$ cat src/rtl/cpu_pkg.sv
// Shared types for the multi-cycle CPU control unit: opcodes, FSM states,
// datapath select encodings and instruction field positions.
package cpu_pkg;

    typedef enum logic [3:0] {
        OpAdd = 4'h0,
        OpSub = 4'h1,
        OpMul = 4'h2,
        OpDiv = 4'h3,
        OpAnd = 4'h4,
        OpOr  = 4'h5,
        OpXor = 4'h6,
        OpLw  = 4'h7,
        OpSw  = 4'h8,
        OpBeq = 4'h9,
        OpBgt = 4'hA,
        OpBge = 4'hB,
        OpJmp = 4'hC,
        OpLi  = 4'hD
    } opcode_e;

    typedef enum logic [2:0] {
        StFetch  = 3'd0,
        StDecode = 3'd1,
        StExec   = 3'd2,
        StMem    = 3'd3,
        StWb     = 3'd4,
        StHalt   = 3'd5
    } state_e;

    typedef enum logic [1:0] {
        PcSeq    = 2'd0,
        PcBranch = 2'd1,
        PcJump   = 2'd2
    } pc_sel_e;

    typedef enum logic [1:0] {
        WselAlu = 2'd0,
        WselMem = 2'd1,
        WselImm = 2'd2
    } wsel_e;

    // Instruction layout: offset[31:19] ra[18:14] rb[13:9] rd[8:4] opcode[3:0]
    localparam int unsigned OpcodeLsb = 0;
    localparam int unsigned OpcodeW   = 4;
    localparam int unsigned RdLsb     = 4;
    localparam int unsigned RbLsb     = 9;
    localparam int unsigned RaLsb     = 14;
    localparam int unsigned RegW      = 5;
    localparam int unsigned OffsetLsb = 19;
    localparam int unsigned OffsetW   = 13;

endpackage

$ cat src/rtl/cpu_ctrl_decode.sv
// Combinational opcode classifier feeding the control FSM.
module cpu_ctrl_decode
    import cpu_pkg::*;
(
    input  logic [3:0] opcode_i,
    output logic       is_alu_o,
    output logic       is_mem_o,
    output logic       is_store_o,
    output logic       is_branch_o,
    output logic       is_jmp_o,
    output logic       is_li_o,
    output logic       is_multi_o,
    output logic       illegal_o
);

    // Map each opcode onto the control groups; 0xE/0xF are illegal
    always_comb begin
        is_alu_o    = 1'b0;
        is_mem_o    = 1'b0;
        is_store_o  = 1'b0;
        is_branch_o = 1'b0;
        is_jmp_o    = 1'b0;
        is_li_o     = 1'b0;
        is_multi_o  = 1'b0;
        illegal_o   = 1'b0;
        case (opcode_i)
            OpAdd, OpSub, OpAnd, OpOr, OpXor: is_alu_o = 1'b1;
            OpMul, OpDiv: begin
                is_alu_o   = 1'b1;
                is_multi_o = 1'b1;
            end
            OpLw: is_mem_o = 1'b1;
            OpSw: begin
                is_mem_o   = 1'b1;
                is_store_o = 1'b1;
            end
            OpBeq, OpBgt, OpBge: is_branch_o = 1'b1;
            OpJmp: is_jmp_o = 1'b1;
            OpLi:  is_li_o  = 1'b1;
            default: illegal_o = 1'b1;
        endcase
    end

endmodule

$ cat src/rtl/cpu_ctrl.sv
// Multi-cycle control unit: FETCH -> DECODE -> EXEC -> [MEM] -> WB, with HALT
// on illegal opcodes. Optional performance counters are built only when
// CPU_CTRL_PERF_EN is defined; otherwise cyc_cnt_o/ret_cnt_o read zero.
module cpu_ctrl
    import cpu_pkg::*;
#(
    parameter int unsigned DATAWIDTH = 32,
    parameter int unsigned MUL_LAT   = 3,
    parameter int unsigned DIV_LAT   = 8
) (
    input  logic                 clk_i,
    input  logic                 rst_i,
    input  logic [DATAWIDTH-1:0] instr_i,
    input  logic                 imem_ack_i,
    input  logic                 dmem_ack_i,
    input  logic                 br_cond_i,
    output logic                 imem_req_o,
    output logic                 ir_we_o,
    output logic                 dmem_req_o,
    output logic                 dmem_we_o,
    output logic [3:0]           alu_op_o,
    output logic                 alu_start_o,
    output logic                 rf_we_o,
    output logic [1:0]           rf_wsel_o,
    output logic                 pc_we_o,
    output logic [1:0]           pc_sel_o,
    output logic                 halt_o,
    output logic [2:0]           state_o,
    output logic [DATAWIDTH-1:0] cyc_cnt_o,
    output logic [DATAWIDTH-1:0] ret_cnt_o
);

    localparam int unsigned MaxLat = (MUL_LAT > DIV_LAT) ? MUL_LAT : DIV_LAT;
    // Counter only needs to hold LAT-1
    localparam int unsigned CntW   = (MaxLat > 2) ? $clog2(MaxLat) : 1;
    localparam logic [CntW-1:0] MulLoad = CntW'(MUL_LAT - 1);
    localparam logic [CntW-1:0] DivLoad = CntW'(DIV_LAT - 1);

    logic [3:0]      opcode;
    logic [RegW-1:0] rd;
    logic            rd_nz;
    logic            unused_instr;

    logic is_alu, is_mem, is_store, is_branch, is_jmp, is_li, is_multi, illegal;

    state_e          state_q;
    logic [CntW-1:0] cnt_q;
    logic            first_q;
    logic            br_taken_q;

    assign opcode       = instr_i[OpcodeLsb +: OpcodeW];
    assign rd           = instr_i[RdLsb +: RegW];
    assign rd_nz        = |rd;
    // Offset and source registers are consumed by the datapath, not here
    assign unused_instr = ^instr_i[DATAWIDTH-1:RbLsb];

    cpu_ctrl_decode u_decode (
        .opcode_i    (opcode),
        .is_alu_o    (is_alu),
        .is_mem_o    (is_mem),
        .is_store_o  (is_store),
        .is_branch_o (is_branch),
        .is_jmp_o    (is_jmp),
        .is_li_o     (is_li),
        .is_multi_o  (is_multi),
        .illegal_o   (illegal)
    );

    // Control FSM: state, EXEC latency down-counter and branch outcome
    always_ff @(posedge clk_i or posedge rst_i) begin
        if (rst_i) begin
            state_q    <= StFetch;
            cnt_q      <= '0;
            first_q    <= 1'b0;
            br_taken_q <= 1'b0;
        end else begin
            unique case (state_q)
                StFetch: begin
                    if (imem_ack_i) state_q <= StDecode;
                end
                StDecode: begin
                    br_taken_q <= 1'b0;
                    if (illegal) begin
                        state_q <= StHalt;
                    end else begin
                        state_q <= StExec;
                        first_q <= 1'b1;
                        if (!is_multi)             cnt_q <= '0;
                        else if (opcode == OpMul)  cnt_q <= MulLoad;
                        else                       cnt_q <= DivLoad;
                    end
                end
                StExec: begin
                    first_q <= 1'b0;
                    if (cnt_q != '0) begin
                        cnt_q <= cnt_q - 1'b1;
                    end else begin
                        br_taken_q <= is_branch & br_cond_i;
                        state_q    <= is_mem ? StMem : StWb;
                    end
                end
                StMem: begin
                    if (dmem_ack_i) state_q <= StWb;
                end
                StWb:    state_q <= StFetch;
                StHalt:  state_q <= StHalt;
                default: state_q <= StFetch;
            endcase
        end
    end

    // Datapath enables/selects decoded from the current state
    always_comb begin
        imem_req_o  = 1'b0;
        ir_we_o     = 1'b0;
        dmem_req_o  = 1'b0;
        dmem_we_o   = 1'b0;
        alu_op_o    = 4'h0;
        alu_start_o = 1'b0;
        rf_we_o     = 1'b0;
        rf_wsel_o   = WselAlu;
        pc_we_o     = 1'b0;
        pc_sel_o    = PcSeq;
        halt_o      = 1'b0;
        unique case (state_q)
            StFetch: begin
                // Held low while reset is asserted so a reset aborts the request
                imem_req_o = ~rst_i;
                ir_we_o    = ~rst_i & imem_ack_i;
            end
            StExec: begin
                alu_op_o    = opcode;
                alu_start_o = first_q;
            end
            StMem: begin
                alu_op_o   = opcode;
                dmem_req_o = 1'b1;
                dmem_we_o  = is_store;
            end
            StWb: begin
                alu_op_o = opcode;
                pc_we_o  = 1'b1;
                if (br_taken_q)  pc_sel_o = PcBranch;
                else if (is_jmp) pc_sel_o = PcJump;
                rf_we_o = (is_alu | is_li | (is_mem & ~is_store)) & rd_nz;
                if (is_li)                   rf_wsel_o = WselImm;
                else if (is_mem & ~is_store) rf_wsel_o = WselMem;
            end
            StHalt:  halt_o = 1'b1;
            default: ;
        endcase
    end

    assign state_o = state_q;

`ifdef CPU_CTRL_PERF_EN
    logic [DATAWIDTH-1:0] cyc_cnt_q;
    logic [DATAWIDTH-1:0] ret_cnt_q;

    // Free-running cycle count and retired-instruction count, both wrapping
    always_ff @(posedge clk_i or posedge rst_i) begin
        if (rst_i) begin
            cyc_cnt_q <= '0;
            ret_cnt_q <= '0;
        end else begin
            cyc_cnt_q <= cyc_cnt_q + 1'b1;
            if (state_q == StWb) ret_cnt_q <= ret_cnt_q + 1'b1;
        end
    end

    assign cyc_cnt_o = cyc_cnt_q;
    assign ret_cnt_o = ret_cnt_q;
`else
    assign cyc_cnt_o = '0;
    assign ret_cnt_o = '0;
`endif

endmodule

$ cat config.mk
export PLATFORM = sky130hd
export DESIGN_NAME = cpu_ctrl
export DESIGN_NICKNAME = d
export VERILOG_FILES = /design/src/rtl/cpu_pkg.sv /design/src/rtl/cpu_ctrl_decode.sv /design/src/rtl/cpu_ctrl.sv
export SDC_FILE = /design/constraint.sdc
export NUM_CORES = 1
export LEC_CHECK = 0
export BUFFER_PORTS_ARGS = -buffer_cell sky130_fd_sc_hd__buf_2
export CAP_MARGIN = 15
export CORE_MARGIN = 4
export CORE_UTILIZATION = 33
export CTS_CLUSTER_DIAMETER = 100
export DETAILED_ROUTE_END_ITERATION = 7
export PLACE_DENSITY = 0.77
export SLEW_MARGIN = 20
export SYNTH_ARGS = -nofsm -noshare
export SYNTH_HDL_FRONTEND = slang
export SYNTH_HIERARCHICAL = 1
export SYNTH_SLANG_ARGS = --single-unit
$ cat constraint.sdc
create_clock -name clk_i -period 1.4 [get_ports clk_i]
set_clock_uncertainty 0.05 [all_clocks]
set_input_delay 0.07 -clock clk_i [delete_from_list [all_inputs] [get_ports clk_i]]
set_output_delay 0.07 -clock clk_i [all_outputs]
set_load 0.01 [all_outputs]
==> reports/summary.md, run 1 <==
The final HPWL from detailed placement was 2118 um. Dividing the final minimum period by the clock period gives 114.6%. The post-route netlist has 43.32% of its cells at a drive strength greater than 1. The initial utilization of the core area, before any placement, comes to 34.13%. The final reports fail on negative setup slack. Entering global routing, the biggest net connects 12 pins. The run finished, with violations left. The critical path capture point type is a primary output.

The critical path buffer and inverter count came out at 3. The worst setup path is of the flip-flop to primary output kind. Number of primary I/O pins: 120.

Of the synthesized area, sequential elements account for 16.15%. The die height was 69.30 um. The routed design has 3148 um of wire. Worst min-delay path startpoint: dmem_ack_i.

In the routed design, unresolved DRC markers number 0. The cell chosen for the clock root is sky130_fd_sc_hd__clkbuf_8. Endpoint of the worst register-to-register path: cnt_q[1]$_DFFE_PP0P_. For hold timing, the worst endpoint is state_o[0]$_DFFE_PP0P_. After layout, the minimum clock period comes to 1.605 ns. The floorplan step defined a die boundary enclosing 0.004802 mm^2. TritonCTS built the clock tree. The signal on the critical path passes through buf_6 > nor3_2 > buf_4 > o31ai_2 > a21oi_1 > buf_2. For the antenna diode count, the log shows 0.

The depth of the worst register-to-register path is 4. The type of origin of the critical path is a flip-flop. Final setup violation count: 22.

The logs give 0.8656 nW for the static leakage power and 78 for the number of DRC violations after detailed-routing iteration 0. The number of buffers inserted by port buffering came out at 32. For this run the aggregate overflow at the end of global routing stands at 0. In this run the horizontal extent of the chip is 69.30 um. Dividing total power by cell area gives a power density of 1622 mW/mm^2. The first TritonRoute pass finished after 4 iterations. The floorplan has 22 rows. The deepest level of the CTS H-tree is 1, and the TritonCTS sink count is 8.

Depth of the worst hold-timing path: 2. The number of warnings issued by yosys is 6, and the count of antenna-violating nets left after detailed routing is 0. The number of placed cells counting well taps is 250, and the clock-pin slew reported for the worst setup and hold paths after clock tree synthesis is 0.05 ns. Final hold analysis gives a worst-case slack of 0.03148 ns. From synthesis to final layout, the design area changed by 29.16%. Dividing the detail-routed via count by the number of cells gives 4.189. The tools report the count of pins over their slew limit as 0. The logs give 0.8942 for the placer congestion estimate and 4084 um for the global-route wire length before repair. Global routing used 10.54% of the available tracks.

The top cell types in the final layout, fill and taps aside, are sky130_fd_sc_hd__conb_1, sky130_fd_sc_hd__buf_2, sky130_fd_sc_hd__buf_4. For the worst-skew pair, the clock arrives at the later sink with an insertion delay of 0.24 ns. The post-route worst setup slack came out at -0.2051 ns. The summed negative setup slack over all endpoints came out at -2.971 ns.

The TritonCTS buffer count was 3. In the final routed layout, each cell accounts on average for 11.88 um. The clock passes through at most 2 buffers.

The synthesized design contains 8 register bits. Detailed routing inserted a total of 1,110 vias. The initial antenna violation count was 0.

Each instance of the synthesized netlist takes up on average 7.607 um^2. The synthesized design contains 0 enable-type register cells. Across the run, the number of max-cap violations was 0. The worst pin sits at a relative slew slack of 60.49%. After technology mapping, the gate count stands at 163. The flip-flop cell with the highest count after synthesis is sky130_fd_sc_hd__dfrtp_1.

The cell family contributing the most delay on the critical path is buffers and inverters. Setup repair after global routing could not meet its margin everywhere. STA puts the critical path data arrival time at 1.49 ns.

At the pin with the least slew margin, the transition time is 0.5914 ns. The tools report the number of global-route vias before repair as 891. Data on the critical path is required at its endpoint by 1.28 ns. The critical-path cell with the highest stage delay was sky130_fd_sc_hd__dfrtp_2. Along the worst path, the maximum fanout reaches 7. For this run, the top clock speed supported by timing is 623.0 MHz.

For this run, the share of the core covered by cells in the final layout is 44.08%. The total area inside the core boundary comes to 0.003633 mm^2. The commonest non-fill, non-tap cell in the layout was sky130_fd_sc_hd__conb_1.

Counting flops with an async set or reset pin after synthesis yields a share of 100.0%. The number of nets in the layout was 258; the minimum setup slack among reg-to-reg paths was -0.19 ns. IR analysis of the VDD net gives a maximum drop of 0.4901 mV. The final-report hold violation count is 0, and the count of cell types in the netlist is 39. Type of the tightest min-delay check: input port to flip-flop. The logs give 0.001240 mm^2 for the area of the mapped netlist and 265 for the number of non-filler instances in the completed layout. The worst register-to-register path begins at state_o[0]$_DFFE_PP0P_.

In this design, the stage delay of the slowest critical-path cell is 0.45 ns.
-- worst max-delay path by stage --
stage | start | endpoint | depth (start not counted)
2_1_floorplan | state_o[0]$_DFFE_PP0P_ | cnt_q[1]$_DFFE_PP0P_ | 6
5_1_grt | state_o[1]$_DFFE_PP0P_ | alu_op_o[3] | 6
3_3_place_gp | cnt_q[0]$_DFFE_PP0P_ | cnt_q[1]$_DFFE_PP0P_ | 6
4_1_cts | state_o[1]$_DFFE_PP0P_ | alu_op_o[0] | 6
6_report | state_o[0]$_DFFE_PP0P_ | rf_we_o | 6
3_5_place_dp | cnt_q[1]$_DFFE_PP0P_ | cnt_q[1]$_DFFE_PP0P_ | 6
-- cell families (layout without fill, tap and decap cells) --
family          after synthesis  in the layout  share of synthesized area [%]
buf+inv                      78             69                          44.00
simple gates                 48             48                          21.39
compound gates               24             24                          14.13
flops                         8              8                          16.15
fa+ha+maj                     2              2                          2.018
mux                           2              2                          2.018
other cells                   1             64                         0.3024
-- cell type report --
class / count / area (um^2)
clock buffers: 3 / 41.29
fillers: 355 / 2032
inverters: 8 / 33.78
multi-input cells: 140 / 874.6
flip-flops and latches: 8 / 202.7
well taps: 48 / 60.06
repair buffers: 58 / 389.1
-- state kept, by name, summed over array words and instances, names as in the netlist --
name,flops
first_q,1
cnt_q,3
state_o,3
br_taken_q,1
-- per-stage QoR --
stage               setup WS [ns]  instance area, um^2  power [mW]
global placement          -0.1502                 1291       1.621
detailed placement        -0.1917                 1291       1.649
floorplan                 -0.1437                 1488       1.366
CTS                       -0.1587                 1449       2.176
global route              -0.2595                 1602       2.776
finish                    -0.2051                 1602       2.598
-- where the power goes --
part           internal (mW)  switching, mW
clock                  0.187         0.0985
combinational          0.896          0.987
sequential             0.327          0.102
total                   1.41           1.19
-- per-layer routing --
layer  vias to the layer above  routed length, um  track usage (%)
met5                         -                  0                0
met4                         0                 68            4.121
met3                         8                319            4.928
met2                        63               1668            18.43
met1                       514               1091            10.83
li1                        525                  -                -
-- Yosys cell counts, types with 2 or more instances --
library cell,n,share of area [%]
sky130_fd_sc_hd__nor3_1,5,2.0
sky130_fd_sc_hd__a32o_1,2,1.6
sky130_fd_sc_hd__nand3_1,2,0.81
sky130_fd_sc_hd__inv_1,8,2.4
sky130_fd_sc_hd__ha_1,2,2.0
sky130_fd_sc_hd__buf_4,64,39
sky130_fd_sc_hd__and3b_1,2,1.4
sky130_fd_sc_hd__nor2_1,14,4.2
sky130_fd_sc_hd__buf_2,4,1.6
sky130_fd_sc_hd__a21oi_1,6,2.4
sky130_fd_sc_hd__and2_1,3,1.5
sky130_fd_sc_hd__and3_1,3,1.5
sky130_fd_sc_hd__o21ai_0,4,1.6
sky130_fd_sc_hd__o31ai_1,2,1.2
sky130_fd_sc_hd__nor2b_1,6,3.0
sky130_fd_sc_hd__nand2_1,6,1.8
sky130_fd_sc_hd__dfrtp_1,8,16
-- worst register-to-register path, cell delays in order, from the launching register on --
cell	delay [ns]
sky130_fd_sc_hd__dfrtp_2	0.45
sky130_fd_sc_hd__buf_4	0.16
sky130_fd_sc_hd__nor2b_1	0.23
sky130_fd_sc_hd__a32o_2	0.25
sky130_fd_sc_hd__mux2_4	0.32
-- timing repair --
item | 4_1_cts | 5_1_grt
setup buffers | 6 | 5
endpoints found under the setup margin | 22 | 24
gates resized for setup | 19 | 29
hold buffers | 1 | 0
pin swaps | 10 | 11
endpoints found under the hold margin | 8 | 0
Power figures use the tool's default switching activity.
==> inputs of run 2 (changes only) <==
--- a/config.mk
+++ b/config.mk
@@ -6,7 +6,8 @@
 export NUM_CORES = 1
 export LEC_CHECK = 0
 export BUFFER_PORTS_ARGS = -buffer_cell sky130_fd_sc_hd__buf_2
-export CAP_MARGIN = 15
+export CAP_MARGIN = 20
+export CORE_ASPECT_RATIO = 0.8
 export CORE_MARGIN = 4
 export CORE_UTILIZATION = 33
 export CTS_CLUSTER_DIAMETER = 100
==> run 2 against run 1 <==
  * The flow still finishes with violations (negative setup slack)
  * First-iteration DRC count shrank 7.7%
  * Combinational power grew 9%
  * Sequential cell count is the same
  * Register-to-register slack gained 0.07 ns
  * Worst setup slack gained 0.030 ns
  * Global-route usage grew 0.89 points
  * Maximum frequency grew 1.9%
  * Largest power group unchanged
==> reports/summary.md, run 2 (same netlist as run 1, synthesis figures left out) <==
Once the floorplan was initialized, standard cells occupied 35.24% of the core. The largest driver fanout on the critical path was 5; the horizontal die dimension was 76.53 um. The tools report the standard cell core area as 0.003518 mm^2.

The run gives 0.5314 mV as the maximum vdd drop. Setup violations remaining at the end of the flow were counted as 19. Critical path buffer and inverter count: 3. The post-route worst setup slack was -0.1753 ns; the fraction of final layout cells with drive strength greater than 1 was 45.54%. The flow ran to the end, but the final reports show violations.

Compared with the post-synthesis result, the final layout area differs by 36.02%. In this run the remaining antenna-violating nets after routing total 0. The congestion estimate from routability-driven global placement came to 0.9383. The deepest level of the CTS H-tree was 1; the number of primary I/O pins was 120.

For the post-placement worst setup slack, the log shows -0.1899 ns. The tools report the final-report hold violation count as 0. The required time reported for the critical path endpoint came out at 1.28 ns. The utilization of the core after routing was 47.94%; the overall global routing resource usage was 11.44%.

Timing endpoint of the critical path: rf_we_o. The total congestion overflow came out at 0. STA classifies the critical path endpoint as a primary output. The die covers 0.004808 mm^2. From bottom edge to top edge, the die measures 62.83 um. The tools report the cell area after layout as 0.001687 mm^2.

The repair_antennas step left the layout with diodes totalling 0. The tools report the initial antenna violation count as 0. Traced cell by cell, the critical path runs through buf_6 > nor3_4 > buf_6 > o31ai_2 > a21oi_1 > buf_2. The tools report the launching point of the worst reg2reg path as state_o[0]$_DFFE_PP0P_. Setup repair after global routing could not meet its margin everywhere. The iteration count of the initial detailed-routing pass was 4. For the pin count of the biggest net entering global routing, the log shows 9. Among cell families on the critical path, the largest total delay comes from flip-flops.

The clock net in this run drives a total of 8 sinks. The worst setup path is launched from a flip-flop. Across all hold checks on the routed design, the worst slack comes to 0.02535 ns. Data on the critical path arrives at its endpoint at 1.46 ns. The smallest clock period supported by the final layout is computed as 1.575 ns. The clock reaches the later pin of the worst-skew pair after 0.23 ns.

The highest achievable clock rate was 634.8 MHz. For this design the ratio of total power to cell area is 1625 mW/mm^2. The critical path depth in cells is 6.

The final reports fail on negative setup slack. Actual slew at the worst max-slew pin: 0.7218 ns. The top cell types in the final layout, fill and taps aside, are sky130_fd_sc_hd__conb_1, sky130_fd_sc_hd__buf_2, sky130_fd_sc_hd__buf_4. Among the stages of the critical path, the cell type that occurs most often is sky130_fd_sc_hd__buf_6. For the headroom to the max-slew limit, the log shows 51.78%. In the final routed layout, each cell accounts on average for 11.96 um. Of the available clock period, the critical path in the final layout requires 112.5%. The row count is 19, and the max-cap check violation count is 0.

The tools report the TritonCTS buffer count as 3. The count of pins over their slew limit came out at 0. Detailed placement ended at an HPWL of 2284 um. The worst hold path belongs to the class input port to flip-flop. The depth of the worst register-to-register path was 4.

After clock tree synthesis, the clock-pin slew on the worst setup and hold paths is 0.04 ns. The worst hold path passes through 2 cells. The total wirelength of the detailed-routed design is 3182 um, and the number of nets in the layout is 265. The tools report the placed cell area as 0.001344 mm^2. TritonCTS built the clock tree. The start-to-end type of the worst setup path is flip-flop to primary output. In the final timing run, aggregate negative setup slack is -2.047 ns. The number of DRC violations after detailed-routing iteration 0 is 72, and the number of buffers inserted by port buffering is 32. The library cell used most frequently in the layout, excluding fill and tap cells, is sky130_fd_sc_hd__conb_1. The endpoint identified for the worst register-to-register timing path is cnt_q[1]$_DFFE_PP0P_. The number of global-route vias before repair is 994. The maximum single-stage delay on the critical path came out at 0.44 ns. For this design, the slowest cell found on the critical path is sky130_fd_sc_hd__dfrtp_2. The first global-routing pass estimated 4519 um of wire. The maximum buffer depth of the clock tree was 2. The remaining design rule violation count came out at 0. The most critical setup path has its startpoint at state_o[0]$_DFFE_PP0P_.

Cell chosen for the clock root: sky130_fd_sc_hd__clkbuf_8. In this run the static leakage power is 0.9090 nW. The final route contains 1,133 vias. Across all register-to-register paths, the minimum setup slack is -0.12 ns. The via-per-instance ratio came out at 4.259. Filler cell count in the final layout: 332.
==> run 2: cell types whose count changed in the layout (fill, tap and decap cells not counted), sizes merged <==
cell,before,now
buf,57,64
clkinvlp,1,0
inv,7,8
==> run 2: cell type report <==
cell class / count / area [um^2] / area share, %
Tap cell: 42 / 52.55 / 3.116
Inverter: 8 / 30.03 / 1.780
Sequential cell: 8 / 203.9 / 12.09
Multi-Input combinational cell: 140 / 880.8 / 52.23
Clock buffer: 3 / 41.29 / 2.448
Timing Repair Buffer: 65 / 478.0 / 28.34
==> run 2: worst min-delay path by stage <==
stage,from,slack (ns),to
2_1_floorplan,rst_i,-0.16,br_taken_q$_DFFE_PP0P_
3_3_place_gp,rst_i,-0.01,br_taken_q$_DFFE_PP0P_
3_5_place_dp,rst_i,0.004,br_taken_q$_DFFE_PP0P_
4_1_cts,dmem_ack_i,0.02,state_o[0]$_DFFE_PP0P_
5_1_grt,dmem_ack_i,0.03,state_o[0]$_DFFE_PP0P_
6_report,dmem_ack_i,0.03,state_o[0]$_DFFE_PP0P_
==> run 2: repair_timing <==
action,in CTS,in global routing
gates resized for setup,36,19
setup buffers,7,5
endpoints found under the setup margin,24,23
pin swaps,11,6
hold endpoints to repair,8,0
hold buffers,1,0
==> run 2: stage by stage <==
stage	instances	power [mW]
final	266	2.741
after global routing	266	2.922
after CTS	261	2.450
after detailed placement	252	1.765
after global placement	252	1.740
after floorplan	226	1.366
==> run 2: power by group <==
part,internal [mW],switching [mW]
registers,0.329,0.0934
clock network,0.187,0.0931
logic,1.03,1.01
==> run 2: metal layers <==
metal,GRT usage (%),vias to the layer above,wire [um]
met5,0,-,0
met4,3.846,0,36
met3,4.467,6,268
met2,19.52,56,1690
met1,13.04,528,1186
li1,-,543,-
